**config.mk**
```make
export PLATFORM = sky130hd
export DESIGN_NAME = ram_port_arbiter_flat
export DESIGN_NICKNAME = d
export VERILOG_FILES = /design/src/rtl/ram_port_arbiter_if.sv /design/src/rtl/ram_port_arbiter.sv /design/src/flat_wrapper.sv
export SDC_FILE = /design/constraint.sdc
export NUM_CORES = 1
export LEC_CHECK = 0
export BUFFER_PORTS_ARGS = -buffer_cell sky130_fd_sc_hd__buf_4
export CAP_MARGIN = 20
export CORE_MARGIN = 3
export CORE_UTILIZATION = 51
export DETAILED_ROUTE_END_ITERATION = 7
export PLACE_DENSITY = 0.85
export SLEW_MARGIN = 40
export SYNTH_ARGS = -nofsm -noshare
export SYNTH_HDL_FRONTEND = slang
export SYNTH_SLANG_ARGS = --single-unit
```
**constraint.sdc**
```tcl
create_clock -name clock -period 3.2 [get_ports clock]
set_input_delay 0.32 -clock clock [delete_from_list [all_inputs] [get_ports clock]]
set_output_delay 0.32 -clock clock [all_outputs]
set_load 0.02 [all_outputs]
```
**src/rtl/ram_port_arbiter_if.sv**
```systemverilog
// Requester and RAM-side signals shared between the two RAM clients and ram_port_arbiter.
// Port 0 is the processor FSM and port 1 is the switch/HEX monitor.
`ifndef WORD_LENGTH
`define WORD_LENGTH 16
`endif
`ifndef ARG_LENGTH
`define ARG_LENGTH 8
`endif

interface ram_port_arbiter_if #(
  parameter int WORD_W = `WORD_LENGTH,
  parameter int ADDR_W = `ARG_LENGTH
);
  logic              req0;
  logic              we0;
  logic [ADDR_W-1:0] addr0;
  logic [WORD_W-1:0] wdata0;
  logic              ack0;
  logic [WORD_W-1:0] rdata0;

  logic              req1;
  logic              we1;
  logic [ADDR_W-1:0] addr1;
  logic [WORD_W-1:0] wdata1;
  logic              ack1;
  logic [WORD_W-1:0] rdata1;

  logic [ADDR_W-1:0] ram_read_addr;
  logic [ADDR_W-1:0] ram_write_addr;
  logic [WORD_W-1:0] ram_data;
  logic [WORD_W-1:0] ram_q;
  logic              ram_read_clock;
  logic              ram_write_clock;
  logic              busy;

  modport master (
    output req0, we0, addr0, wdata0, req1, we1, addr1, wdata1,
    input  ack0, rdata0, ack1, rdata1, busy
  );

  modport slave (
    input  req0, we0, addr0, wdata0, req1, we1, addr1, wdata1, ram_q,
    output ack0, rdata0, ack1, rdata1,
    output ram_read_addr, ram_write_addr, ram_data,
    output ram_read_clock, ram_write_clock, busy
  );
endinterface

```
**src/rtl/ram_port_arbiter.sv**
```systemverilog
// Two-port round-robin arbiter sequencing strobe-pulse accesses to a dual-clock RAM.
// Define ARB_CPU_PRIORITY_EN for fixed priority (port 0 always wins a tie).
`ifndef WORD_LENGTH
`define WORD_LENGTH 16
`endif
`ifndef ARG_LENGTH
`define ARG_LENGTH 8
`endif

module ram_port_arbiter #(
  parameter int WORD_W = `WORD_LENGTH,
  parameter int ADDR_W = `ARG_LENGTH
) (
  input logic               clock,
  input logic               reset,
  ram_port_arbiter_if.slave bus
);
  localparam logic [1:0] IDLE        = 2'd0;
  localparam logic [1:0] STROBE_LOW  = 2'd1;
  localparam logic [1:0] STROBE_HIGH = 2'd2;
  localparam logic [1:0] ACK         = 2'd3;

  logic [1:0]        state;
  logic              last_grant;
  logic              sel;
  logic              sel_we;

  logic              any_req;
  logic              win;
  logic              win_we;
  logic [ADDR_W-1:0] win_addr;
  logic [WORD_W-1:0] win_wdata;

  always_comb begin
    any_req = bus.req0 | bus.req1;
`ifdef ARB_CPU_PRIORITY_EN
    win = ~bus.req0;
`else
    // On a tie the port that did not win last time goes; otherwise the lone requester.
    win = (bus.req0 && bus.req1) ? ~last_grant : ~bus.req0;
`endif
    win_we    = win ? bus.we1    : bus.we0;
    win_addr  = win ? bus.addr1  : bus.addr0;
    win_wdata = win ? bus.wdata1 : bus.wdata0;
  end

  // Strobe drops at the edge leaving STROBE_LOW, so an abort there never produces a RAM edge.
  always_ff @(posedge clock) begin
    if (reset) begin
      state               <= IDLE;
      last_grant          <= 1'b1;
      sel                 <= 1'b0;
      sel_we              <= 1'b0;
      bus.ack0            <= 1'b0;
      bus.ack1            <= 1'b0;
      bus.rdata0          <= '0;
      bus.rdata1          <= '0;
      bus.ram_read_addr   <= '0;
      bus.ram_write_addr  <= '0;
      bus.ram_data        <= '0;
      bus.ram_read_clock  <= 1'b1;
      bus.ram_write_clock <= 1'b1;
      bus.busy            <= 1'b0;
    end else begin
      bus.ack0 <= 1'b0;
      bus.ack1 <= 1'b0;
      case (state)
        IDLE: begin
          if (any_req) begin
            sel        <= win;
            last_grant <= win;
            sel_we     <= win_we;
            if (win_we) begin
              bus.ram_write_addr <= win_addr;
              bus.ram_data       <= win_wdata;
            end else begin
              bus.ram_read_addr  <= win_addr;
            end
            state    <= STROBE_LOW;
            bus.busy <= 1'b1;
          end
        end
        STROBE_LOW: begin
          if (sel_we) bus.ram_write_clock <= 1'b0;
          else        bus.ram_read_clock  <= 1'b0;
          state <= STROBE_HIGH;
        end
        STROBE_HIGH: begin
          bus.ram_read_clock  <= 1'b1;
          bus.ram_write_clock <= 1'b1;
          state               <= ACK;
        end
        default: begin
          if (sel) begin
            bus.ack1 <= 1'b1;
            if (!sel_we) bus.rdata1 <= bus.ram_q;
          end else begin
            bus.ack0 <= 1'b1;
            if (!sel_we) bus.rdata0 <= bus.ram_q;
          end
          state    <= IDLE;
          bus.busy <= 1'b0;
        end
      endcase
    end
  end
endmodule
```
**src/flat_wrapper.sv**
```systemverilog
// flat-port wrapper written by rule: the top's interface ports become plain ports
module ram_port_arbiter_flat 
#(
  parameter int WORD_W = `WORD_LENGTH,
  parameter int ADDR_W = `ARG_LENGTH
)
  (clock, reset, bus_req0, bus_we0, bus_addr0, bus_wdata0, bus_req1, bus_we1, bus_addr1, bus_wdata1, bus_ram_q, bus_ack0, bus_rdata0, bus_ack1, bus_rdata1, bus_ram_read_addr, bus_ram_write_addr, bus_ram_data, bus_ram_read_clock, bus_ram_write_clock, bus_busy);
  ram_port_arbiter_if #(.WORD_W(WORD_W), .ADDR_W(ADDR_W)) bus_i ();
  input logic clock;
  input logic reset;
  input wire logic [$bits(bus_i.req0)-1:0] bus_req0;
  input wire logic [$bits(bus_i.we0)-1:0] bus_we0;
  input wire logic [$bits(bus_i.addr0)-1:0] bus_addr0;
  input wire logic [$bits(bus_i.wdata0)-1:0] bus_wdata0;
  input wire logic [$bits(bus_i.req1)-1:0] bus_req1;
  input wire logic [$bits(bus_i.we1)-1:0] bus_we1;
  input wire logic [$bits(bus_i.addr1)-1:0] bus_addr1;
  input wire logic [$bits(bus_i.wdata1)-1:0] bus_wdata1;
  input wire logic [$bits(bus_i.ram_q)-1:0] bus_ram_q;
  output wire logic [$bits(bus_i.ack0)-1:0] bus_ack0;
  output wire logic [$bits(bus_i.rdata0)-1:0] bus_rdata0;
  output wire logic [$bits(bus_i.ack1)-1:0] bus_ack1;
  output wire logic [$bits(bus_i.rdata1)-1:0] bus_rdata1;
  output wire logic [$bits(bus_i.ram_read_addr)-1:0] bus_ram_read_addr;
  output wire logic [$bits(bus_i.ram_write_addr)-1:0] bus_ram_write_addr;
  output wire logic [$bits(bus_i.ram_data)-1:0] bus_ram_data;
  output wire logic [$bits(bus_i.ram_read_clock)-1:0] bus_ram_read_clock;
  output wire logic [$bits(bus_i.ram_write_clock)-1:0] bus_ram_write_clock;
  output wire logic [$bits(bus_i.busy)-1:0] bus_busy;
  assign bus_i.req0 = bus_req0;
  assign bus_i.we0 = bus_we0;
  assign bus_i.addr0 = bus_addr0;
  assign bus_i.wdata0 = bus_wdata0;
  assign bus_i.req1 = bus_req1;
  assign bus_i.we1 = bus_we1;
  assign bus_i.addr1 = bus_addr1;
  assign bus_i.wdata1 = bus_wdata1;
  assign bus_i.ram_q = bus_ram_q;
  assign bus_ack0 = bus_i.ack0;
  assign bus_rdata0 = bus_i.rdata0;
  assign bus_ack1 = bus_i.ack1;
  assign bus_rdata1 = bus_i.rdata1;
  assign bus_ram_read_addr = bus_i.ram_read_addr;
  assign bus_ram_write_addr = bus_i.ram_write_addr;
  assign bus_ram_data = bus_i.ram_data;
  assign bus_ram_read_clock = bus_i.ram_read_clock;
  assign bus_ram_write_clock = bus_i.ram_write_clock;
  assign bus_busy = bus_i.busy;
  ram_port_arbiter #(.WORD_W(WORD_W), .ADDR_W(ADDR_W)) u_core (.clock(clock), .reset(reset), .bus(bus_i));
endmodule
```
# --- Yosys cells after proc, flatten, opt, wreduce, memory -nomap -nowiden ---
# Index checks and enable logic that the tools add are counted.
totals:
  regBits: 74
  inputBits: 70
  out_inout_bits: 69
  word_cells: 55
classes:
  eq_ne: 5
  mux: 14
  bitwise: 8
  n_reduce_logical: 14
ops:
  columns: ["operator", "n"]
  rows:
  - ["2-to-1 mux 16 bit", 1]
  - ["AND reduction 3 bit", 4]
  - ["2-to-1 mux 8 bit", 1]
  - ["AND reduction 2 bit", 4]
  - ["2-to-1 mux 1 bit", 7]
  - ["inverter 1 bit", 7]
  - ["case mux 1 bit (2 select lines)", 3]
  - ["case mux 2 bit (3 select lines)", 1]
  - ["!= test 2 x 1 -> 1 bit (second input constant)", 2]
  - ["OR reduction 4 bit", 1]
  - ["OR reduction 3 bit", 1]
  - ["== test 2 x 1 -> 1 bit (second input constant)", 1]
  - ["== test 2 bit (second input constant)", 1]
  - ["zero test 2 bit", 1]
  - ["2-to-1 mux 2 bit", 1]
  - ["!= test 2 bit (second input constant)", 1]
  - ["nonzero test 2 bit", 1]
  - ["OR reduction 2 bit", 1]
  - ["logical AND 1 bit", 1]
  - ["OR 1 bit", 1]

# --- Depth between registers and ports, before layout ---
depth:
  ltp_word: 5
  mapped_depth: 7
  ltp_nobuf: 5

# --- Worst setup path before layout ---
# Ideal clock, no wire load.
synth_path:
  kind: "register to register"
  start: "reg u_core.state[0]"
  end: "reg u_core.bus.rdata0[10]"
  arrival_ns: 1.378
  path_slack_ns: 1.690
  path_stages_with_launch: 7
  path_buffers: 2
  path_cell_list: "dfxtp_1 -> ha_1 -> or3b_1 -> clkbuf_1 -> clkbuf_1 -> nand2_1 -> a21oi_1"
synth_between:
  elab_chain_len: 4
  elab_cells_between_ends: 6
  cone_classes: "2 x eq/ne; 1 x bitwise; 3 x reduce/logical"
synth_lines:
  columns: ["element", "line", "source"]
  rows:
  - ["start: declaration", "ram_port_arbiter.sv:23", "logic [1:0] state;"]
  - ["start signal: assignment", "ram_port_arbiter.sv:50", "state <= IDLE;"]
  - ["start signal: assignment", "ram_port_arbiter.sv:79", "state <= STROBE_LOW;"]
  - ["start signal: assignment", "ram_port_arbiter.sv:86", "state <= STROBE_HIGH;"]
  - ["== test 2 x 1 -> 1 bit, or another cell as far along", "ram_port_arbiter.sv:67", "case (state)"]
  - ["OR reduction 3 bit (no source line) (*)", null, null]
  - ["inverter 1 bit (no source line) (*)", null, null]
  - ["AND reduction 3 bit (no source line) (*)", null, null]
  - ["end signal: assignment", "ram_port_arbiter.sv:99", "if (!sel_we) bus.rdata0 <= bus.ram_q;"]
  - ["end: declaration", "ram_port_arbiter_if.sv:43", "output ack0, rdata0, ack1, rdata1,"]
# Mark *: on every way between the ends. The rest lies on a longest branch, timed or not.
# A chain may end at the register's enable or synchronous reset.

# --- Final worst setup path ---
layout_path:
  start: "reg u_core.last_grant"
  end: "reg u_core.bus.ram_write_addr[0]"
layout_between:
  elab_chain_len: 4
  elab_cells_between_ends: 5
  cone_classes: "3 x mux; 1 x bitwise; 1 x reduce/logical"
layout_lines:
  columns: ["element", "line", "source"]
  rows:
  - ["start: declaration", "ram_port_arbiter.sv:24", "logic last_grant;"]
  - ["start signal: assignment", "ram_port_arbiter.sv:71", "last_grant <= win;"]
  - ["inverter 1 bit (*)", "ram_port_arbiter.sv:40", "win = (bus.req0 && bus.req1) ? ~last_grant : ~bus.req0;"]
  - ["2-to-1 mux 1 bit (*)", "ram_port_arbiter.sv:40", null]
  - ["2-to-1 mux 1 bit", "ram_port_arbiter.sv:42", "win_we = win ? bus.we1 : bus.we0;"]
  - ["AND reduction 3 bit (no source line)", null, null]
  - ["end signal: assignment", "ram_port_arbiter.sv:74", "bus.ram_write_addr <= win_addr;"]
  - ["end: declaration", "ram_port_arbiter_if.sv:44", "output ram_read_addr, ram_write_addr, ram_data,"]
# Marks and branches as above.

==> impl_summary.md <==
Clocking
In this run the post-CTS setup repair buffer count came out at 0. Counting the buffers created by CTS gives 9. In this run, post-CTS repair resized a total of 0 instances. Clock latency on the worst-skew pair, taken at its later pin, is 0.33 ns. The H-tree was split into 3 levels. In this run the clock root is driven by a clkbuf_8. The clock passes through at most 2 buffers.

After clock tree synthesis, the clock-pin slew on the worst setup and hold paths is 0.08 ns. The total of hold buffers inserted after clock tree synthesis is 0. The clock tree from TritonCTS is yes. The CTS sink count is 74.

Final layout
The repair_antennas step left the layout with diodes totalling 0. With fillers left out, the area of the finished cells amounts to 4330 sq um. Relative to the synthesized area, the layout overhead comes to 34.9%.

The share of layout cells above drive strength 1 is 0.409. In the layout the commonest cells are 138 x buf_4, 74 x dfxtp_1, 69 x a21oi_1. After filler insertion, the fill cell instance count of the layout stands at around 450. The library cell used most frequently in the layout, excluding fill and tap cells, is buf_4. The core occupancy in the finished layout is 0.722.

The net count reported at finish is approximately 540.

STA
The clock period minus final worst setup slack is 1.87 ns. For the pin with the worst max-slew slack, the measured transition is 0.739 ns. Clock skew on the completed layout was measured at 0.00938 ns.

Setup violations remaining at the end of the flow were counted as 0. The count of final hold-check violations is 0. In the finished design, the share of the clock period the worst path needs comes to 0.584. The headroom to the max-slew limit is 0.505. The number of pins exceeding their max-slew limit in the final report came to 0. Setup repair after global routing left no endpoint under its margin. The maximum clock frequency is 535 MHz. After routing, the total negative slack on setup checks comes to 0 ns.

Global route
The global-route congestion overflow total is 0. The wire length of the first global-routing pass is 13100 microns. The number of global-route vias before repair came to 2802. Entering global routing, the biggest net connects 74 pins.

In the global route stage, overall resource usage came out at 0.219. The number of antenna violations at the first check in global routing came to 0.

Placement
Summing all placed instances gives a cell area of about 4200 sq um. The final HPWL from detailed placement is roughly 5800 microns. Input and output buffers added on the ports amount to approximately 140. The congestion estimate from routability-driven global placement came to 0.719.

Power and ir drop
Of the total power, the clock network draws 0.220. The net switching power figure is around 1000 uW. The standby leakage power is 0.00186 uW.

Power comes to 2780 uW. Power spread over the standard cell area amounts to 642 nW/um^2. The combinational power share is 0.364.

The power share of the sequential group is 0.416. The fraction of power spent switching nets is 0.364. The peak supply drop is 0.418 mV. The design internal power is 1770 uW.

Route
For this block, the via count after detailed routing is 2894. Before antenna repair, the detailed router went through 4 iterations. The total length of routed wires is between 8000 and 9000 microns. The DRC violation count after routing is 0. The final routed wire length divided by cell count is 15.0 microns. In this run, the number of DRC markers left after iteration 0 of detailed routing was 97. Dividing the detail-routed via count by the number of cells gives 5.36.

The number of nets with antenna violations after detailed routing is 0.

Flow run
Across the run, the number of max-cap violations was 0.

Worst setup path
Of all nets on the critical path, the largest fanout is 25. In this run the critical register-to-register path is launched from u_core.last_grant. Setup slack on the worst reg-to-reg path comes out at 1.33 ns.

The depth of the worst register-to-register path is 4. The arrival time of data at the critical path endpoint is 2.05 ns. The required time reported for the critical path endpoint is between 3 and 4 ns. In this run the critical register-to-register path is captured at u_core.bus.ram_write_addr[0]. The type of destination of the critical path is a register. The category of the critical setup timing path is register to register. The critical path launch point type is a register.

Yosys
After synthesis, the netlist uses 38 different library cells. When the netlist entered floorplanning its net count stood at 413. Synthesis produced a netlist whose cell count is 338. The mapped cell area is 3210 sq um. For this run, the number of Yosys warnings is 0. The number of synthesized register bits is between 70 and 80. Of the post-synthesis cell area, the dominant cell type holds 0.462. The share of the Yosys chip area taken by registers is 0.462. The per-instance average area after synthesis is 9.50 sq um. Ranked by total cell area, the synthesized netlist is headed by dfxtp_1 46%, a211oi_2 11%, a21oi_1 11%, nand2_1 8.0%, mux2i_1 7.5%.

dfxtp_1 takes more of the synthesized area than any other cell.

Hold path
The worst hold path terminates at u_core.bus.rdata1[12]. The worst hold path passes through 3 cells. The class of the worst hold path is primary input to register. In this run the most critical hold path is launched from bus_ram_q[12].

Floorplanning
Measured along the x axis, the die boundary spans 85.3 microns. Row generation in the floorplan step produced 28 rows. The area of the core is 5990 sq um.

The area enclosed by the die boundary is roughly 7300 sq um. The initial core utilization is 0.536. The count of boundary I/O pins is 139. The die is 85.3 microns tall.

Outcome
The run finished with clean final reports.
-- metrics by stage --
step	setup slack [ns]	instances	hold WS, ns
after floorplan	1.69	338	0.456
after CTS	1.34	540	0.227
after detailed placement	1.28	524	0.447
after global placement	1.21	524	0.443
after global routing	1.20	540	0.219
final	1.33	540	0.239
-- per-layer routing --
layer  track usage  vias up  routed length [microns]
met1         0.264     1338                     3230
met2         0.374      123                     3990
li1              -     1427                        -
met4        0.0647        0                       53
met3        0.0689        6                      826
met5             0        -                        0
-- sequential cells by signal, summed over array words and instances (netlist names) --
| signal | cells |
|---|---|
| u_core.state | 2 |
| u_core.bus.ram_read_clock | 1 |
| u_core.bus.ram_read_addr | 8 |
| u_core.bus.ram_write_addr | 8 |
| u_core.sel_we | 1 |
| u_core.sel | 1 |
| u_core.bus.ack0 | 1 |
| u_core.bus.rdata1 | 16 |
| u_core.bus.ack1 | 1 |
| u_core.bus.ram_write_clock | 1 |
| u_core.last_grant | 1 |
| u_core.bus.ram_data | 16 |
| u_core.bus.rdata0 | 16 |
| u_core.bus.busy | 1 |
-- synth_stat cells --
| cell type | n |
|---|---|
| nor3b_2 | 1 |
| clkbuf_1 | 11 |
| o21bai_1 | 2 |
| a21boi_2 | 1 |
| nand3b_1 | 1 |
| a32o_1 | 1 |
| a22oi_1 | 1 |
| a221o_1 | 1 |
| nor4_1 | 1 |
| a21oi_1 | 69 |
| and2_4 | 2 |
| o21ai_0 | 1 |
| inv_1 | 5 |
| dlygate4sd1_1 | 4 |
| dfxtp_1 | 74 |
| nor3_1 | 1 |
| buf_2 | 6 |
| a211oi_1 | 4 |
| mux2i_1 | 24 |
| buf_12 | 1 |
| ha_1 | 5 |
| nand3_1 | 1 |
| o211ai_1 | 1 |
| and2_1 | 1 |
| nand2b_1 | 2 |
| buf_8 | 1 |
| a32o_2 | 1 |
| and3b_1 | 1 |
| nor3_2 | 1 |
| buf_4 | 1 |
| or3b_1 | 1 |
| a211oi_2 | 28 |
| nand2_1 | 68 |
| nor2b_1 | 2 |
| buf_6 | 4 |
| nand2_2 | 1 |
| or3b_2 | 1 |
| nor2_1 | 7 |
-- cells by family (layout without fill, tap and decap cells) --
| group | count (synthesis) | in the layout | share of synthesized area |
|---|---|---|---|
| AOI/OAI and AO/OA | 110 | 110 | 0.250 |
| and+or+nand+nor | 92 | 92 | 0.127 |
| DFF | 74 | 74 | 0.462 |
| buffers and inverters | 33 | 160 | 0.0663 |
| muxes | 24 | 24 | 0.0749 |
| adders and majority gates | 5 | 5 | 0.0195 |
-- worst max-delay path, cell delays in order, from the launching register on --
cell and delay (ns):
dfxtp_1 0.38, nand2b_1 0.18, a32o_2 0.55, and2_4 0.48, a211oi_1 0.13
-- worst max-delay path by stage --
| stage | endpoint | from |
|---|---|---|
| 2_1_floorplan | u_core.bus.rdata0[10] | u_core.state[0] |
| 3_3_place_gp | u_core.bus.ram_write_addr[1] | u_core.state[0] |
| 3_5_place_dp | u_core.bus.ram_write_addr[6] | bus_req0 |
| 4_1_cts | u_core.bus.ram_write_addr[2] | u_core.last_grant |
| 5_1_grt | u_core.bus.ram_write_addr[6] | u_core.last_grant |
| 6_report | u_core.bus.ram_write_addr[0] | u_core.last_grant |
-- final cells by class --
class                   instances  area (sq um)  share of cell area
flip-flops and latches         74          1480               0.342
inverters                       5          18.8             0.00434
well taps                      75          93.8              0.0217
multi-input cells             231          1520               0.352
clock inverters                 5          31.3             0.00723
repair buffers                139          1050               0.242
clock buffers                  11           131              0.0304
-- power by group through the flow --
| stage | registers (uW) | logic [uW] | clock network, uW |
|---|---|---|---|
| after floorplan | 1300 | 570 | 0 |
| after global placement | 1170 | 980 | 0 |
| after detailed placement | 1180 | 1020 | 0 |
| after CTS | 1160 | 1020 | 620 |
| after global routing | 1170 | 1100 | 668 |
| final | 1160 | 1010 | 611 |
Power figures use the tool's default switching activity.
